--- config.mk ---
export PLATFORM = sky130hd
export DESIGN_NAME = hazard_ctl
export DESIGN_NICKNAME = d
export VERILOG_FILES = /design/src/rtl/hazard_pkg.sv /design/src/rtl/hazard_ctl_sb_bank.sv /design/src/rtl/hazard_ctl.sv
export SDC_FILE = /design/constraint.sdc
export NUM_CORES = 1
export LEC_CHECK = 0
export CAP_MARGIN = 25
export CORE_AREA = 2 2 222 224
export CTS_BUF_LIST = sky130_fd_sc_hd__clkbuf_8
export DETAILED_ROUTE_END_ITERATION = 16
export DIE_AREA = 0 0 224 226
export PLACE_DENSITY = 0.59
export SYNTH_ARGS = -nofsm -noshare
export SYNTH_HDL_FRONTEND = slang
export SYNTH_HIERARCHICAL = 1
export SYNTH_SLANG_ARGS = --single-unit
--- constraint.sdc ---
create_clock -name clk -period 13.7 [get_ports clk]
set_clock_uncertainty 0.2 [all_clocks]
set_input_delay 3.425 -clock clk [delete_from_list [all_inputs] [get_ports clk]]
set_output_delay 3.425 -clock clk [all_outputs]
set_load 0.01 [all_outputs]
--- src/rtl/hazard_pkg.sv ---
// +----------------------------------------------------------------------------+
// | hazard_pkg : shared types, default latencies and class->latency helper       |
// | Revision   : 1.0                                                            |
// +----------------------------------------------------------------------------+
`default_nettype none

package hazard_pkg;

  localparam int LAT_ALU_DEF  = 2;
  localparam int LAT_LOAD_DEF = 3;
  localparam int LAT_FPU_DEF  = 4;
  localparam int LAT_FDIV_DEF = 12;

  typedef enum logic [2:0] {
    HZ_NONE = 3'd0,
    HZ_ALU  = 3'd1,
    HZ_LOAD = 3'd2,
    HZ_FPU  = 3'd3,
    HZ_FDIV = 3'd4
  } hz_class_t;

  typedef enum logic [1:0] {
    CAUSE_NONE   = 2'd0,
    CAUSE_DATA   = 2'd1,
    CAUSE_STRUCT = 2'd2,
    CAUSE_EXT    = 2'd3
  } hz_cause_t;

  function automatic int lat_of(input hz_class_t c,
                                input int la = LAT_ALU_DEF,
                                input int ll = LAT_LOAD_DEF,
                                input int lf = LAT_FPU_DEF,
                                input int ld = LAT_FDIV_DEF);
    int l;
    case (c)
      HZ_ALU:  l = la;
      HZ_LOAD: l = ll;
      HZ_FPU:  l = lf;
      HZ_FDIV: l = ld;
      default: l = 0;
    endcase
    return l;
  endfunction

endpackage

`default_nettype wire

--- src/rtl/hazard_ctl_sb_bank.sv ---
// +----------------------------------------------------------------------------+
// | sb_bank : 32-entry pending-write scoreboard (countdown + ALU flag per entry) |
// | Optional feature macro: FWD_ALU_EN (ALU result one cycle old reads ready)    |
// | Revision: 1.0                                                              |
// +----------------------------------------------------------------------------+
`default_nettype none

module sb_bank #(
  parameter int CW      = 4,
  parameter int LAT_ALU = 2,
  parameter bit MASK_X0 = 1'b1
) (
  input  logic          clk,
  input  logic          rst_n,
  input  logic          i_tick,
  input  logic          i_set,
  input  logic [4:0]    i_set_idx,
  input  logic [CW-1:0] i_set_cnt,
  input  logic          i_set_alu,
  output logic [CW-1:0] o_set_cnt,
  input  logic [4:0]    i_ra_idx,
  output logic          o_ra_rdy,
  input  logic [4:0]    i_rb_idx,
  output logic          o_rb_rdy
);

`ifdef FWD_ALU_EN
  localparam bit c_fwd_alu = 1'b1;
`else
  localparam bit c_fwd_alu = 1'b0;
`endif

  logic [CW-1:0] w_cnt [32];
  logic          w_alu [32];

  for (genvar k = 0; k < 32; k++) begin : g_entry
    if (MASK_X0 && k == 0) begin : g_zero
      assign w_cnt[k] = '0;
      assign w_alu[k] = 1'b0;
    end else begin : g_live
      logic [CW-1:0] r_cnt;
      logic          r_alu;

      // A new producer overrides the countdown in the same cycle.
      always_ff @(posedge clk or negedge rst_n) begin
        if (!rst_n) begin
          r_cnt <= '0;
          r_alu <= 1'b0;
        end else if (i_tick) begin
          if (i_set && i_set_idx == 5'(k)) begin
            r_cnt <= i_set_cnt;
            r_alu <= i_set_alu;
          end else if (r_cnt != '0) begin
            r_cnt <= r_cnt - CW'(1);
          end
        end
      end

      assign w_cnt[k] = r_cnt;
      assign w_alu[k] = r_alu;
    end
  end

  assign o_set_cnt = w_cnt[i_set_idx];
  assign o_ra_rdy  = (w_cnt[i_ra_idx] == '0) |
                     (c_fwd_alu & w_alu[i_ra_idx] & (w_cnt[i_ra_idx] == CW'(LAT_ALU)));
  assign o_rb_rdy  = (w_cnt[i_rb_idx] == '0) |
                     (c_fwd_alu & w_alu[i_rb_idx] & (w_cnt[i_rb_idx] == CW'(LAT_ALU)));

endmodule

`default_nettype wire

--- src/rtl/hazard_ctl.sv ---
// +----------------------------------------------------------------------------+
// | hazard_ctl : decode-stage issue scheduler (RAW/WAW, writeback port, FDIV)    |
// | Optional feature macro: FWD_ALU_EN (handled inside sb_bank)                 |
// | Revision   : 1.0                                                            |
// +----------------------------------------------------------------------------+
`default_nettype none

module hazard_ctl
  import hazard_pkg::*;
#(
  parameter int LAT_ALU  = LAT_ALU_DEF,
  parameter int LAT_LOAD = LAT_LOAD_DEF,
  parameter int LAT_FPU  = LAT_FPU_DEF,
  parameter int LAT_FDIV = LAT_FDIV_DEF
) (
  input  logic       clk,
  input  logic       rst_n,
  input  logic       id_valid,
  input  hz_class_t  id_class,
  input  logic [4:0] id_rs1,
  input  logic       id_rs1_f,
  input  logic       id_use_rs1,
  input  logic [4:0] id_rs2,
  input  logic       id_rs2_f,
  input  logic       id_use_rs2,
  input  logic [4:0] id_rd,
  input  logic       id_rwe,
  input  logic       id_fwe,
  input  logic       ext_stall,
  output logic       n_stall,
  output logic       issue,
  output hz_cause_t  stall_why,
  output logic       fdiv_busy
);

  localparam int c_cw = $clog2(LAT_FDIV + 1);

  logic [c_cw-1:0]     w_lat, w_lat_p1, w_i_rd_cnt, w_f_rd_cnt;
  logic                w_adv, w_prod, w_wb_set;
  logic                w_i_rdy_a, w_i_rdy_b, w_f_rdy_a, w_f_rdy_b;
  logic                w_rdy1, w_rdy2, w_raw, w_waw, w_data, w_struct;
  logic [LAT_FDIV:1]   r_rsv, w_rsv_nxt;
  logic [LAT_FDIV+1:1] w_rsv_ext;
  logic [c_cw-1:0]     r_fdiv_cnt;

  assign w_adv    = ~ext_stall;
  assign w_lat    = c_cw'(lat_of(id_class, LAT_ALU, LAT_LOAD, LAT_FPU, LAT_FDIV));
  assign w_lat_p1 = w_lat + c_cw'(1);
  assign w_prod   = (id_rwe | id_fwe) & (id_class != HZ_NONE);
  assign w_wb_set = issue & w_prod;

  sb_bank #(.CW(c_cw), .LAT_ALU(LAT_ALU), .MASK_X0(1'b1)) u_int_sb (
    .clk       (clk),
    .rst_n     (rst_n),
    .i_tick    (w_adv),
    .i_set     (w_wb_set & id_rwe),
    .i_set_idx (id_rd),
    .i_set_cnt (w_lat),
    .i_set_alu (id_class == HZ_ALU),
    .o_set_cnt (w_i_rd_cnt),
    .i_ra_idx  (id_rs1),
    .o_ra_rdy  (w_i_rdy_a),
    .i_rb_idx  (id_rs2),
    .o_rb_rdy  (w_i_rdy_b)
  );

  sb_bank #(.CW(c_cw), .LAT_ALU(LAT_ALU), .MASK_X0(1'b0)) u_flt_sb (
    .clk       (clk),
    .rst_n     (rst_n),
    .i_tick    (w_adv),
    .i_set     (w_wb_set & id_fwe),
    .i_set_idx (id_rd),
    .i_set_cnt (w_lat),
    .i_set_alu (id_class == HZ_ALU),
    .o_set_cnt (w_f_rd_cnt),
    .i_ra_idx  (id_rs1),
    .o_ra_rdy  (w_f_rdy_a),
    .i_rb_idx  (id_rs2),
    .o_rb_rdy  (w_f_rdy_b)
  );

  assign w_rdy1 = id_rs1_f ? w_f_rdy_a : w_i_rdy_a;
  assign w_rdy2 = id_rs2_f ? w_f_rdy_b : w_i_rdy_b;
  assign w_raw  = (id_use_rs1 & ~w_rdy1) | (id_use_rs2 & ~w_rdy2);
  assign w_waw  = w_prod & ((id_rwe & (w_i_rd_cnt > w_lat)) |
                            (id_fwe & (w_f_rd_cnt > w_lat)));
  assign w_data = w_raw | w_waw;

  // Top slot is a constant 0 so the longest class never sees a conflict beyond the window.
  assign w_rsv_ext = {1'b0, r_rsv};
  assign fdiv_busy = (r_fdiv_cnt != '0);
  assign w_struct  = (w_prod & w_rsv_ext[w_lat_p1]) | ((id_class == HZ_FDIV) & fdiv_busy);

  assign n_stall = ~ext_stall & ~(id_valid & (w_data | w_struct));
  assign issue   = id_valid & n_stall;

  always_comb begin
    stall_why = CAUSE_NONE;
    if (ext_stall)
      stall_why = CAUSE_EXT;
    else if (id_valid & w_data)
      stall_why = CAUSE_DATA;
    else if (id_valid & w_struct)
      stall_why = CAUSE_STRUCT;
  end

  always_comb begin
    w_rsv_nxt = '0;
    for (int i = 1; i <= LAT_FDIV; i++) begin
      w_rsv_nxt[i] = w_rsv_ext[i+1] | (w_wb_set & (w_lat == c_cw'(i)));
    end
  end

  always_ff @(posedge clk or negedge rst_n) begin
    if (!rst_n) begin
      r_rsv      <= '0;
      r_fdiv_cnt <= '0;
    end else if (w_adv) begin
      r_rsv <= w_rsv_nxt;
      if (issue && id_class == HZ_FDIV)
        r_fdiv_cnt <= c_cw'(LAT_FDIV);
      else if (r_fdiv_cnt != '0)
        r_fdiv_cnt <= r_fdiv_cnt - c_cw'(1);
    end
  end

endmodule

`default_nettype wire
After elaboration in Yosys (flattened, before gate mapping)
Index checks and enable logic that the tools add are counted.
{"block": "totals", "register_bits": 268, "inputBits": 28, "out_inout_bits": 5, "elab_cells": 651}
{"block": "op_classes", "addsub": 65, "n_lt_le_gt_ge": 6, "n_eq_ne": 47, "mux": 154, "bitwise": 52, "n_reduce_logical": 262}
{"operator": "2-to-1 mux 4 bit", "n": 140}
{"operator": "nonzero test 4 bit", "n": 64}
{"operator": "subtractor 4 x 1 -> 4 bit, second input constant", "n": 64}
{"operator": "AND reduction 2 bit", "n": 64}
{"operator": "nonzero test 2 bit", "n": 64}
{"operator": "binary-select mux 4 bit (select 5 bit)", "n": 6}
{"operator": "equality test 5 bit, second input constant", "n": 16}
{"operator": "logical AND 1 bit", "n": 64}
{"operator": "equality test 5 x 4 -> 1 bit, second input constant", "n": 8}
{"operator": "bitwise AND 1 bit", "n": 28}
{"operator": "equality test 4 bit, second input constant", "n": 5}
{"operator": "equality test 5 x 3 -> 1 bit, second input constant", "n": 4}
{"operator": ">= comparator 6 bit, second input constant", "n": 3}
{"operator": "NOT 5 -> 6 bit", "n": 3}
{"operator": "bitwise OR 1 bit", "n": 17}
{"operator": "equality test 4 x 3 -> 1 bit, second input constant", "n": 4}
{"operator": "zero test 4 bit", "n": 4}
{"operator": "one-hot mux 4 bit (4 select lines)", "n": 1}
{"operator": "equality test 5 x 2 -> 1 bit, second input constant", "n": 2}
{"operator": "equality test 4 x 2 -> 1 bit, second input constant", "n": 2}
{"operator": "greater-than comparator 4 bit", "n": 2}
{"operator": "equality test 3 x 2 -> 1 bit, second input constant", "n": 2}
{"operator": "2-to-1 mux 2 bit", "n": 3}
{"operator": "equality test 5 x 1 -> 1 bit, second input constant", "n": 1}
{"operator": "other kinds (10)", "n": 15}

Depth between registers and ports, before layout
Gate-level depths: netlist of run 1.
{"block": "logic_depth", "depth_word": 20, "depth_mapped": 24}

Hierarchy
Netlist of run 1, hierarchy kept.
{"module": "sb_bank at u_flt_sb", "instances": 1, "cells_each": 1144, "area_each_um2": 10067.2, "seq_area_each_um2": 3203.1}
{"module": "sb_bank at u_int_sb", "instances": 1, "cells_each": 1168, "area_each_um2": 9970.8, "seq_area_each_um2": 3103.0}
{"module": "hazard_ctl", "instances": 1, "cells_each": 148, "area_each_um2": 1375.1, "seq_area_each_um2": 400.4}

Worst setup path after synthesis of run 1
OpenSTA, ideal clock, no wires.
{"block": "synth_timing", "path_kind": "input to output", "start": "in id_rd[1]", "end": "out issue", "arrival_ns": 6.440, "path_slack_ns": 3.635, "cell_stages": 11, "n_path_buf": 2, "path_cell_list": "buf_2 > buf_1 > mux4_2 > mux4_2 > mux2_2 > ha_1 > nor2b_1 > o211ai_1 > a211oi_1 > or3_1 > nor3_1"}
{"block": "synth_via", "elab_chain_cells": 14}
{"item": "start: declaration", "line": "hazard_ctl.sv:26", "source": "input logic [4:0] id_rd,"}
{"item": "NOT 5 -> 6 bit (implied by the code)", "line": "hazard_ctl_sb_bank.sv:64", "source": "assign o_set_cnt = w_cnt[i_set_idx];"}
{"item": "binary-select mux 4 bit (select 5 bit)", "line": "hazard_ctl_sb_bank.sv:64"}
{"item": "2-to-1 mux 4 bit (implied by the code) (2 in a row)", "line": "hazard_ctl_sb_bank.sv:64"}
{"item": "named net w_f_rd_cnt[1]", "line": "hazard_ctl.sv:38", "source": "logic [c_cw-1:0] w_lat, w_lat_p1, w_i_rd_cnt, w_f_rd_cnt;"}
{"item": "greater-than comparator 4 bit", "line": "hazard_ctl.sv:86", "source": "(id_fwe & (w_f_rd_cnt > w_lat)));"}
{"item": "bitwise AND 1 bit", "line": "hazard_ctl.sv:86"}
{"item": "bitwise OR 1 bit", "line": "hazard_ctl.sv:85", "source": "assign w_waw = w_prod & ((id_rwe & (w_i_rd_cnt > w_lat)) |"}
{"item": "bitwise AND 1 bit", "line": "hazard_ctl.sv:85"}
{"item": "bitwise OR 1 bit", "line": "hazard_ctl.sv:87", "source": "assign w_data = w_raw | w_waw;"}
{"item": "bitwise OR 1 bit", "line": "hazard_ctl.sv:94", "source": "assign n_stall = ~ext_stall & ~(id_valid & (w_data | w_struct));"}
{"item": "bitwise AND 1 bit", "line": "hazard_ctl.sv:94"}
{"item": "NOT 1 bit", "line": "hazard_ctl.sv:94"}
{"item": "bitwise AND 1 bit", "line": "hazard_ctl.sv:94"}
{"item": "bitwise AND 1 bit", "line": "hazard_ctl.sv:95", "source": "assign issue = id_valid & n_stall;"}
{"item": "end: declaration", "line": "hazard_ctl.sv:31", "source": "output logic issue,"}
The timed path passes the listed nets, and every way through them passes these cells. The select of a mux whose other input is x is not followed.

Final worst setup path of run 1
{"block": "layout_timing", "start": "in id_rd[1]", "end": "out issue"}
{"block": "layout_via", "elab_chain_cells": 14}
{"item": "NOT 5 -> 6 bit (implied by the code)", "line": "hazard_ctl_sb_bank.sv:64"}
{"item": "binary-select mux 4 bit (select 5 bit)", "line": "hazard_ctl_sb_bank.sv:64"}
{"item": "2-to-1 mux 4 bit (implied by the code) (2 in a row)", "line": "hazard_ctl_sb_bank.sv:64"}
{"item": "named net w_i_rd_cnt[1]", "line": "hazard_ctl.sv:38"}
{"item": "greater-than comparator 4 bit", "line": "hazard_ctl.sv:85"}
{"item": "bitwise AND 1 bit", "line": "hazard_ctl.sv:85"}
{"item": "bitwise OR 1 bit", "line": "hazard_ctl.sv:85"}
{"item": "bitwise AND 1 bit", "line": "hazard_ctl.sv:85"}
{"item": "bitwise OR 1 bit", "line": "hazard_ctl.sv:87"}
{"item": "bitwise OR 1 bit", "line": "hazard_ctl.sv:94"}
{"item": "bitwise AND 1 bit", "line": "hazard_ctl.sv:94"}
{"item": "NOT 1 bit", "line": "hazard_ctl.sv:94"}
{"item": "bitwise AND 1 bit", "line": "hazard_ctl.sv:94"}
{"item": "bitwise AND 1 bit", "line": "hazard_ctl.sv:95"}
The timed path passes the listed nets, and every way through them passes these cells. The select of a mux whose other input is x is not followed.

==> reports/qor.csv, run 1 <==
metric;value;unit
largest net degree at the start of global routing;165;
Post-Synth Simple-Gate Area;20.96;%
Post-Syn Nets;2627;
leading area contributor after synthesis;dfrtp_1;
CP startpoint kind;input port;
Peak VDD IR;0.08523;mV
uppermost layer routed;met4;
Skew-Pair Late Insertion Delay;0.67;ns
Compound-Gate Fraction of Synth Area;20.11;%
Worst EP arrival;7.94;ns
core box area;0.04834;sq mm
global-route wire length before repair;107500;um
CP Class;in -> out;
proportion of synthesized area in mux cells;13.78;%
min Tclk post-route;11.57;ns
Slew HR;27.20;%
multi-input gate area in the final layout;0.01351;sq mm
FMAX;0.08645;GHz
largest family of logic cells by synthesized area;simple AND/OR/NAND/NOR gates;
DR pass1 iterations;8;
Worst Max-Slew Pin Slew;1.092;ns
Pwr Density;204.8;mW/mm^2
Core Util, Final;48.11;%
CTS Buffer Depth;3;
final-layout fill cell count;4507;
met3 wire len;6221;um
htree depth;2;
Yosys reg bits;268;
Synth Instances;2460;
static leakage;9.464;nW
Iter 0 DRT Violations;2074;
RSZ-0062 raised after global routing;false;
XOR/XNOR Fraction of Synth Area;0.04090;%
Routed wire per std cell;21.72;um
Synth Flop Type;dfrtp_1;
Residual DRC;0;
initial antenna violation count;2;
outcome;completed;
Reg area;0.006706;sq mm
Post-Syn Area;0.02141;sq mm
CTS root buf;clkbuf_8;
hpwl dp;46330;um
non-filler instance count after layout;3107;
max-slew violations;0;
post-synthesis sequential area ratio;31.32;%
WP data required;10.07;ns
Die W;224;um
syn avg cell area;8.704;sq um
number of global-route vias before repair;18640;
grt ovf;0;
Via Count;19740;
# hold bufs at CTS;0;
total power;0.004764;W
Layout area overhead;8.624;%
GRT Util Overall;26.95;%
final hold violations;0;
layout cells sized above 1;12.61;%
top-count cell post-synth;nor2_1;
Starting Density;44.29;%
Final TNS setup;0;ns
Nets;2616;
post-CTS setup buffer count;0;
die area;0.05062;sq mm
Placed Instance Area;0.02211;sq mm
num rows;81;
CTS sink count;268;
period utilisation layout;84.43;%
Reg clk slew, reported paths;0.06;ns
DRT met1 WL;29620;um
Post-synth EDFFs;0;
crit-path max FO;54;
# port buffers;32;
Max Cap Viol;0;
met2 WL post-DR;29910;um
post-CTS sizing;0;
adder-cell share of the synthesized area;8.122;%
IO Count;33;
top cells by area, synth;dfrtp_1 (31%), mux4_2 (9.4%), ha_1 (8.1%);
Yosys top cell area share;31.32;%
Routability Congestion;0.9450;
Netlist cell types;90;
Via density;6.353;
Worst setup EP type;output pin;
Hold WC Path Type;reg -> reg;
Post-synth top cells;nor2_1 (280), dfrtp_1 (268), o21ai_0 (265);
Num CTS Buffers;54;
Post-Place Cells;3013;
Async SR Flop Fraction;100.0;%
Setup violations, final;0;
fin area;0.02326;sq mm
CTS tree;done;
Ys Warns;6;
DRT antenna net count;0;
die height;226;um
total wire length;67500;um
-- cell type report --
type                    instances  share of cell area, %
multi-input cells            1896                  58.07
flip-flops and latches        268                  28.83
clock buffers                  66                  3.905
well taps                     622                  3.346
inverters                     176                  2.862
repair buffers                 53                  2.195
clock inverters                24                 0.7639
diodes                          2                0.02152
-- path summary, 6_finish.rpt --
kind,startpoint,end,slack (ns),cells past startpoint
max in group asynchronous,rst_n,u_flt_sb/g_entry[2].g_live.r_cnt[3]$_DFFE_PN0P_,9.20,2
worst max-delay path,id_rd[1],issue,2.13,12
min in group asynchronous,rst_n,u_int_sb/g_entry[14].g_live.r_cnt[3]$_DFFE_PN0P_,2.58,1
worst max register to register,u_flt_sb/g_entry[20].g_live.r_cnt[2]$_DFFE_PN0P_,u_flt_sb/g_entry[0].g_live.r_cnt[1]$_DFFE_PN0P_,7.07,15
worst min register to register,r_rsv[1]$_DFFE_PN0N_,r_rsv[1]$_DFFE_PN0N_,0.30,2
worst min-delay path,r_rsv[1]$_DFFE_PN0N_,r_rsv[1]$_DFFE_PN0N_,0.30,2
-- report_power, final --
| group | leakage, nW | internal (W) | switching (W) |
|---|---|---|---|
| registers | 3.23 | 0.00118 | 0.000649 |
| logic | 5.62 | 0.00100 | 0.00107 |
| clock network | 0.618 | 0.000485 | 0.000385 |
-- routing by layer --
metal | vias to the layer above | track usage [%]
met4 | 0 | 8.194
met5 | - | 0
met3 | 140 | 6.740
met1 | 9736 | 37.69
li1 | 9029 | -
met2 | 835 | 41.10
-- registers in the layout, indices dropped and copies added, names as in the netlist --
signal                         cells
u_flt_sb/g_entry.g_live.r_cnt    128
u_int_sb/g_entry.g_live.r_cnt    124
r_rsv                             12
r_fdiv_cnt                         4
-- metrics by stage --
step | setup WS [ns] | hold WS (ns)
after CTS | 2.101 | 0.3123
after global placement | 2.170 | 0.2987
after global routing | 1.878 | 0.3418
after floorplan | 3.635 | 0.2622
final | 2.133 | 0.3013
after detailed placement | 2.106 | 0.2992
-- cell families after synthesis --
kind of cell | Yosys count
flip-flops | 268
multiplexers | 177
AO/OA/AOI/OAI | 663
buffers and inverters | 296
adder cells (fa/ha/maj) | 139
XOR/XNOR | 1
AND/OR/NAND/NOR | 916
-- worst max-delay path: stages --
cell and delay (ns):
buf_4 0.56, buf_4 0.53, mux4_2 0.55, mux4_2 0.50, mux2_2 0.29, ha_1 0.29, nor2b_1 0.13, o211ai_1 0.16
a21oi_1 0.18, or3_1 0.46, nor3_1 0.26, clkdlybuf4s50_1 0.57
-- layout by cell type (no fill, tap or decap), types with 9 or more instances in the layout --
cell and count:
clkbuf_8 66, dfrtp_1 268, or2_2 9, o211ai_1 26, nor2b_1 12, o41ai_1 13, nand2b_1 13, nor3b_1 10
buf_4 20, o21ai_1 13, nand3_1 92, a2bb2oi_1 22, nor2_1 280, nor3_1 102, nor2_2 19, a21oi_1 107
a31oi_1 13, o41ai_2 9, mux4_2 89, a22o_1 32, mux2_2 36, clkdlybuf4s50_1 25, nand2_1 235, a22oi_1 43
o21ai_0 265, or3_1 31, or4_1 18, a211oi_1 25, a211o_1 10, nor4_1 37, mux2i_1 50, ha_1 139
o22a_1 13, inv_1 187
No activity file was read; power rests on OpenSTA's default activity.
==> run 2, diff against run 1 <==
==> constraint.sdc (replaced) <==
create_clock -name clk -period 11.1 [get_ports clk]
set_clock_uncertainty 0.2 [all_clocks]
set_input_delay 2.775 -clock clk [delete_from_list [all_inputs] [get_ports clk]]
set_output_delay 2.775 -clock clk [all_outputs]
set_load 0.01 [all_outputs]
==> run 2 against run 1 <==
Net effect:
- setup slack lost 1.2 ns
- largest power group unchanged
- utilization is essentially flat
- final area is essentially flat
- total power grew 23%
- worst hold slack gained 0.023 ns
- via count shrank 0.25%
- critical path depth is the same
==> reports/qor.csv, run 2 (synthesis results as in run 1) <==
metric;value;unit;change
layout cells sized above 1;12.76;%;was 12.61%
FMAX;0.09874;GHz;
Worst EP arrival;7.15;ns;was 7.94 ns
static leakage;9.493;nW;was 9.464 nW
R2R depth;16;;was 15
outcome;completed;;unchanged
IO Count;33;;unchanged
Slew HR;23.67;%;was 27.20%
Final TNS setup;0;ns;unchanged
RSZ-0062 raised after global routing;false;;unchanged
GRT Util Overall;26.94;%;was 26.95%
CTS Buffer Depth;3;;unchanged
crit path from;id_rd[1];;unchanged
Routability Congestion;0.9285;;was 0.9450
Crit Reg-Reg Endpoint;u_flt_sb/g_entry[0].g_live.r_cnt[1]$_DFFE_PN0P_;;unchanged
max-slew violations;0;;unchanged
Num CTS Buffers;52;;was 54
core box area;0.04834;sq mm;unchanged
final hold violations;0;;unchanged
Reg area;0.006706;sq mm;unchanged
most frequent cells in the layout;nor2_1 (280), dfrtp_1 (268), o21ai_0 (265), nand2_1 (235), inv_1 (191);;was nor2_1 (280), dfrtp_1 (268), o21ai_0 (265), nand2_1 (235), inv_1 (187)
Routed wire per std cell;21.95;um;was 21.72 um
initial antenna violation count;0;;was 2
min Tclk post-route;10.13;ns;
WP data required;8.12;ns;was 10.07 ns
DR pass1 iterations;6;;was 8
Die W;224;um;unchanged
Residual DRC;0;;unchanged
Max Cap Viol;0;;unchanged
diodes inserted;0;;was 2
Slowest-stage cell, CP;buf_4;;was clkdlybuf4s50_1
Reg with most FFs;u_flt_sb/g_entry.g_live.r_cnt;;unchanged
CTS sink count;268;;unchanged
Skew-Pair Late Insertion Delay;0.68;ns;was 0.67 ns
Peak VDD IR;0.1341;mV;was 0.08523 mV
Layout area overhead;8.654;%;was 8.624%
total wire length;68360;um;was 67500 um
Placed Instance Area;0.02219;sq mm;was 0.02211 sq mm
CP endpoint;n_stall;;was issue
CP max stage delay;0.69;ns;was 0.57 ns
die area;0.05062;sq mm;unchanged
# port buffers;32;;unchanged
Pwr Density;251.3;mW/mm^2;was 204.8 mW/mm^2
Setup violations, final;0;;unchanged
commonest non-fill, non-tap cell in the layout;nor2_1;;unchanged
htree depth;2;;unchanged
CTS tree;done;;unchanged
crit-path max FO;66;;was 54
CP startpoint kind;input port;;unchanged
post-CTS sizing;0;;unchanged
Crit path depth;12;;unchanged
global-route wire length before repair;107100;um;was 107500 um
CTS root buf;clkbuf_8;;unchanged
final-layout fill cell count;4552;;was 4507
Worst setup EP type;output pin;;unchanged
crit-path leading delay family;buffers and inverters;;unchanged
fin area;0.02327;sq mm;was 0.02326 sq mm
# hold bufs at CTS;0;;unchanged
grt ovf;0;;unchanged
num rows;81;;unchanged
crit path cell chain;buf_4 > buf_4 > mux4_2 > mux4_2 > mux2_2 > ha_1 > o211ai_1 > a211oi_1 > nor3_2 > o211ai_1 > a21oi_1 > clkdlybuf4s50_1;;was buf_4 > buf_4 > mux4_2 > mux4_2 > mux2_2 > ha_1 > nor2b_1 > o211ai_1 > a21oi_1 > or3_1 > nor3_1 > clkdlybuf4s50_1
max reg flops;128;;unchanged
DRT antenna net count;0;;unchanged
period utilisation layout;91.24;%;
number of global-route vias before repair;18580;;was 18640
Via density;6.323;;was 6.353
Iter 0 DRT Violations;1861;;was 2074
die height;226;um;unchanged
largest net degree at the start of global routing;157;;was 165
Nets;2620;;was 2616
Worst Max-Slew Pin Slew;1.135;ns;was 1.092 ns
Reg clk slew, reported paths;0.06;ns;about the same
multi-input gate area in the final layout;0.01350;sq mm;was 0.01351 sq mm
Hold WC Path Type;reg -> reg;;unchanged
CP Class;in -> out;;unchanged
Starting Density;44.29;%;unchanged
Regs by FF count;u_flt_sb/g_entry.g_live.r_cnt (128), u_int_sb/g_entry.g_live.r_cnt (124), r_rsv (12);;unchanged
reg2reg start;u_flt_sb/g_entry[20].g_live.r_cnt[2]$_DFFE_PN0P_;;unchanged
hpwl dp;46820;um;was 46330 um
post-CTS setup buffer count;0;;unchanged
FF-to-FF setup slack;4.74;ns;was 7.07 ns
Via Count;19690;;was 19740
number of buffers and inverters on the critical path;3;;unchanged
==> run 2: metrics by stage <==
stage / setup slack [ns] / utilization [%] / std cells / power (W) / hold slack (ns)
finish: 0.9727 / 48.13 / 3114 / 0.005848 / 0.3244
global route: 0.7016 / 48.13 / 3114 / 0.006331 / 0.3526
CTS: 0.9920 / 48.09 / 3113 / 0.005813 / 0.3266
detailed placement: 1.002 / 45.90 / 3020 / 0.004746 / 0.3137
global placement: 1.116 / 45.84 / 3019 / 0.004628 / 0.3031
floorplan: 2.335 / - / 2460 / 0.003930 / 0.2622
==> run 2: cell type report <==
type                            count  share of cell area [%]
Inverter                          176                   2.861
Multi-Input combinational cell   1896                   58.02
Timing Repair Buffer               59                   2.409
Sequential cell                   268                   28.82
Tap cell                          622                   3.345
Clock inverter                     27                  0.6346
Clock buffer                       66                   3.904
==> run 2: worst reg2reg max path, delay by kind of cell (launching register included) <==
family / cells / cell delay, ns
and+or+nand+nor: 6 / 2.99
AOI/OAI and AO/OA: 7 / 1.80
muxes: 2 / 0.53
DFF: 1 / 0.48
buffers and inverters: 1 / 0.21
==> run 2: routing by layer <==
| layer | global-route usage, % | vias up | wire length [um] |
|---|---|---|---|
| li1 | - | 9052 | - |
| met1 | 37.05 | 9729 | 29890 |
| met2 | 42.02 | 779 | 30640 |
| met3 | 5.477 | 131 | 5619 |
| met4 | 9.892 | 0 | 2198 |
| met5 | 0 | - | 0 |
==> run 2: worst min-delay path by stage <==
stage	endpoint	cells after the start	start
global route	r_rsv[8]$_DFFE_PN0N_	1	r_rsv[9]$_DFFE_PN0N_
global placement	r_rsv[9]$_DFFE_PN0N_	1	r_rsv[10]$_DFFE_PN0N_
detailed placement	r_rsv[9]$_DFFE_PN0N_	1	r_rsv[10]$_DFFE_PN0N_
finish	r_rsv[8]$_DFFE_PN0N_	1	r_rsv[9]$_DFFE_PN0N_
CTS	r_rsv[8]$_DFFE_PN0N_	1	r_rsv[9]$_DFFE_PN0N_
floorplan	r_rsv[1]$_DFFE_PN0N_	2	r_rsv[1]$_DFFE_PN0N_
==> run 2: where the power goes <==
group / total (W) / internal (W) / switching (W)
sequential: 0.00225 / 0.00145 / 0.000800
combinational: 0.00256 / 0.00124 / 0.00132
clock: 0.00104 / 0.000555 / 0.000483
total: 0.00585 / 0.00325 / 0.00260
